`config.mk`:
```
export PLATFORM = sky130hd
export DESIGN_NAME = pattern_stream_gen
export DESIGN_NICKNAME = d
export VERILOG_FILES = /design/src/rtl/pattern_stream_gen.sv
export SDC_FILE = /design/constraint.sdc
export NUM_CORES = 1
export LEC_CHECK = 0
export BUFFER_PORTS_ARGS = -buffer_cell sky130_fd_sc_hd__buf_4
export CAP_MARGIN = 20
export CORE_MARGIN = 8
export CORE_UTILIZATION = 45
export CTS_CLUSTER_DIAMETER = 120
export DETAILED_ROUTE_END_ITERATION = 8
export PLACE_DENSITY = 0.73
export SLEW_MARGIN = 20
export SYNTH_ARGS = -nofsm -noshare
export SYNTH_HDL_FRONTEND = slang
export SYNTH_SLANG_ARGS = --single-unit
```
`constraint.sdc`:
```
create_clock -name clk -period 3 [get_ports clk]
set_input_delay 0.15 -clock clk [delete_from_list [all_inputs] [get_ports clk]]
set_output_delay 0.15 -clock clk [all_outputs]
set_load 0.01 [all_outputs]
```
`src/rtl/pattern_stream_gen.sv`:
```
// AXI-Stream pattern source: fixed-length packets of incrementing words with
// a configurable idle gap between them. Every output comes straight from a flop.
module pattern_stream_gen #(
  parameter int DATA_W  = 32,
  parameter int PKT_LEN = 16,
  parameter int GAP     = 4
) (
  input  logic              clk,
  input  logic              res_n,
  input  logic              en,
  output logic [DATA_W-1:0] m_axis_tdata,
  output logic              m_axis_tvalid,
  input  logic              m_axis_tready,
  output logic              m_axis_tlast,
  output logic [15:0]       pkt_cnt,
  output logic              busy
);

  typedef enum logic [1:0] {
    IDLE,
    SEND,
    GAPW
  } state_t;

  localparam logic [15:0] LAST_IDX   = 16'(PKT_LEN - 1);
  localparam logic [7:0]  GAP_LOAD   = 8'(GAP - 1);
  localparam logic        FIRST_LAST = (PKT_LEN == 1);

  state_t            state_reg, state_next;
  logic [DATA_W-1:0] word_reg, word_next;
  logic [15:0]       beat_reg, beat_next;
  logic [7:0]        gap_reg, gap_next;
  logic [15:0]       pkt_reg, pkt_next;
  logic              valid_reg, valid_next;
  logic              last_reg, last_next;
  logic              busy_reg;
  logic              accept;

  assign accept = valid_reg & m_axis_tready;

  always_comb begin
    state_next = state_reg;
    word_next  = word_reg;
    beat_next  = beat_reg;
    gap_next   = gap_reg;
    pkt_next   = pkt_reg;
    valid_next = valid_reg;
    last_next  = last_reg;

    case (state_reg)
      IDLE: begin
        if (en) begin
          state_next = SEND;
          valid_next = 1'b1;
          beat_next  = 16'd0;
          last_next  = FIRST_LAST;
        end
      end

      SEND: begin
        // Without an accept everything holds, so a stalled beat stays put.
        if (accept) begin
          word_next = word_reg + 1'b1;
          if (last_reg) begin
            pkt_next  = pkt_reg + 16'd1;
            beat_next = 16'd0;
            if (GAP > 0) begin
              state_next = GAPW;
              valid_next = 1'b0;
              last_next  = 1'b0;
              gap_next   = GAP_LOAD;
            end else if (en) begin
              valid_next = 1'b1;
              last_next  = FIRST_LAST;
            end else begin
              state_next = IDLE;
              valid_next = 1'b0;
              last_next  = 1'b0;
            end
          end else begin
            beat_next = beat_reg + 16'd1;
            last_next = ((beat_reg + 16'd1) == LAST_IDX);
          end
        end
      end

      GAPW: begin
        // gap_reg counts GAP-1 down to 0, giving exactly GAP idle cycles.
        if (gap_reg == 8'd0) begin
          if (en) begin
            state_next = SEND;
            valid_next = 1'b1;
            last_next  = FIRST_LAST;
          end else begin
            state_next = IDLE;
          end
        end else begin
          gap_next = gap_reg - 8'd1;
        end
      end

      default: begin
        state_next = IDLE;
        valid_next = 1'b0;
        last_next  = 1'b0;
      end
    endcase
  end

  always_ff @(posedge clk) begin
    if (!res_n) begin
      state_reg <= IDLE;
      word_reg  <= '0;
      beat_reg  <= 16'd0;
      gap_reg   <= 8'd0;
      pkt_reg   <= 16'd0;
      valid_reg <= 1'b0;
      last_reg  <= 1'b0;
      busy_reg  <= 1'b0;
    end else begin
      state_reg <= state_next;
      word_reg  <= word_next;
      beat_reg  <= beat_next;
      gap_reg   <= gap_next;
      pkt_reg   <= pkt_next;
      valid_reg <= valid_next;
      last_reg  <= last_next;
      busy_reg  <= (state_next != IDLE);
    end
  end

  assign m_axis_tdata  = word_reg;
  assign m_axis_tvalid = valid_reg;
  assign m_axis_tlast  = last_reg;
  assign pkt_cnt       = pkt_reg;
  assign busy          = busy_reg;

endmodule

```
==> reports/metrics.yaml <==
floorplanning:
  die_area_um2: 11900
  io_pins: 55
  rows: 34
  core_area_um2: 8590
  start_util: 0.455
  die_y_um: 109
  fp.dieW_um: 109
synthesis:
  avgSynthCellArea_um2: 8.14
  synth-async-reset-ratio: 0
  ys_seq_area_frac: 0.394
  synthesis.area_um2: 3910
  synth_warnings: 0
  ys.flop_type: "dfxtp_1"
  synth_nets: 491
  synth_edf_count: 0
  syn_inst: 481
  synthDistinctLibCells: 48
  synth-seq-cells: 77
drt:
  vias_per_cell: 5.62
  wl_met1_um: 4220
  post_drt_wl_per_cell_um: 14.4
  drc: 0
  wl_met2_um: 4240
  highest-signal-layer: "met4"
  via_count: 3577
  route.met3.wl_um: 526
  dr.first_iter.drc_count: 146
  drtPass1Iterations: 4
  wl_um: 9170
  antenna_left: 0
final_layout:
  fill_cells: 838
  finalNetCount: 534
  n_antenna_cell: 0
  drive_above_1_share: 0.163
  final_util: 0.530
  syn2layout_area_growth_pct: 16.5
  largest_reg_flops: 32
global_routing:
  grt_pass1_vias: 3270
  grt-ovfl-total: 0
  grt_max_degree: 45
  antenna_found_initial: 0
  grt_pass1_wl_um: 15300
  grt_util_all_layers: 0.158
worst_setup_path:
  cp-start-kind: "register"
  cp_data_arrival_time_ps: 2640
  crit_path_max_fanout: 11
  end_kind: "register"
  crit_type: "register to register"
  cp_data_required_time_ps: 3290
sta:
  finalMaxSlewViolations: 0
  fmax_mhz: 426
  maxSlewHeadroom: 0.455
  rsz0062_at_grt: "no"
  setup_tns_ps: 0
  timing.hold.ws_ps: 65.6
  finClkSkew_ps: 13.0
  setup_viol: 0
  worst_pin_slew_ps: 809
  fin_crit_sh: 0.783
  finalHoldViolations: 0
  fin_crit_ps: 2350
cts:
  cts.hold.buffers_added: 0
  clock-sinks: 77
  clk_latency_ps: 370
  htree_levels: 3
  cts-root-buf: "clkbuf_8"
  post_cts_buffers: 0
  cts_tree: "built"
  path_clk_slew_ps: 90
  cts_resized: 0
  cts_buffers: 9
  clk_path_buf_depth: 2
worst_hold_path:
  hp-class: "input pin to register"
run:
  maxCapViolCount: 0
place:
  dp_hpwl_um: 6440
  portBuffers: 54
  place_congestion: 0.815
power:
  ir_worst_vdd_mv: 0.211
  p_leak_nw: 1.70
  power_per_cell_area_nw_per_um2: 411
run_status:
  run_status: "complete, no violations"
-- report_power, final --
group / switching [mW] / internal [mW] / total (mW) / leakage [nW]
registers: 0.00632 / 1.02 / 1.03 / 0.621
logic: 0.0478 / 0.0239 / 0.0716 / 0.979
clock network: 0.435 / 0.337 / 0.772 / 0.0954
-- per-stage QoR --
step           instance area, um2  total power [mW]  setup WS [ps]  std cells
2_1_floorplan                3910              1.10            936        481
3_3_place_gp                 4370              1.13            797        621
3_5_place_dp                 4370              1.13            688        621
4_1_cts                      4560              1.88            669        637
5_1_grt                      4560              1.94            405        637
6_report                     4560              1.88            652        637
-- worst max-delay path: stages, from the launching register on --
cell     delay [ps]
dfxtp_1         530
and4b_1         460
nand3_2         230
or2_1           360
or4_1           530
a21oi_1         160
-- per-layer routing --
| layer | up-vias | global-route usage |
|---|---|---|
| met5 | - | 0 |
| met4 | 0 | 0.0723 |
| met3 | 16 | 0.0390 |
| met2 | 96 | 0.248 |
| met1 | 1683 | 0.200 |
| li1 | 1782 | - |
-- cell usage after synthesis, types with 2 or more instances --
cell	number	share of area
xnor2_1	27	0.060
o21ai_0	22	0.028
buf_6	3	0.0086
clkbuf_1	22	0.021
xor2_1	24	0.054
nor3_1	16	0.020
nor4_1	11	0.018
or2_1	2	0.0032
or2_2	4	0.0064
or3_1	7	0.011
nand4_1	21	0.034
nand2b_1	3	0.0048
ha_1	6	0.019
o211ai_1	5	0.0096
nor2_1	69	0.066
nor2b_1	2	0.0032
nand3_1	22	0.028
or4_1	8	0.015
o31ai_1	3	0.0058
a211oi_1	2	0.0038
and3_1	8	0.013
mux2i_1	2	0.0051
a21oi_1	28	0.036
nor3b_1	2	0.0038
and2_1	5	0.0080
a21o_1	3	0.0058
inv_1	13	0.012
dfxtp_1	77	0.39
and4_1	8	0.018
a31oi_1	5	0.0080
a311oi_1	2	0.0045
nand2_1	32	0.031
nor4b_1	2	0.0045
-- layout make-up --
cell class / count / area, um2 / area share
repair buffers: 60 / 450 / 0.0988
flip-flops and latches: 77 / 1540 / 0.338
clock buffers: 10 / 138 / 0.0302
well taps: 108 / 135 / 0.0296
clock inverters: 6 / 53.8 / 0.0118
multi-input cells: 363 / 2190 / 0.481
inverters: 13 / 48.8 / 0.0107
-- logic make-up after synthesis --
logic type / share of synthesized area
fa+ha+maj: 0.0192
compound gates: 0.114
xor+xnor: 0.114
buf+inv: 0.0464
flops: 0.394
mux: 0.00512
simple gates: 0.307
-- path summary, 6_finish.rpt --
path	endpoint	start	slack, ps	depth (start not counted)
setup / recovery	m_axis_tdata[29]	state_reg[0]	650	5
hold / removal	state_reg[0]	res_n	70	2
setup reg to reg	m_axis_tdata[29]	state_reg[0]	650	5
hold reg to reg	m_axis_tdata[31]	m_axis_tdata[31]	490	2
-- cell usage in the layout, fill, tap and decap left out, drive strengths merged, types with 2 or more instances in the layout --
cell,synthesis,layout
nand2,32,32
nor4,12,12
or2,6,6
o211ai,5,5
a31oi,5,5
nor2b,2,2
nor2,69,69
or3,7,7
nor4b,2,2
inv,13,16
nand4,22,22
o31ai,3,3
a311oi,2,2
ha,6,6
or4,8,8
and3,8,8
o21ai,23,23
nand2b,3,3
dfxtp,77,77
mux2i,2,2
and2,5,5
nor3b,2,2
buf,6,60
clkinv,0,2
a211oi,2,2
clkbuf,22,10
nor3,16,16
and4,8,8
a21oi,28,28
nand3,23,23
a21o,3,3
xor2,24,24
xnor2,27,27
(Power assumes the default switching activity.)
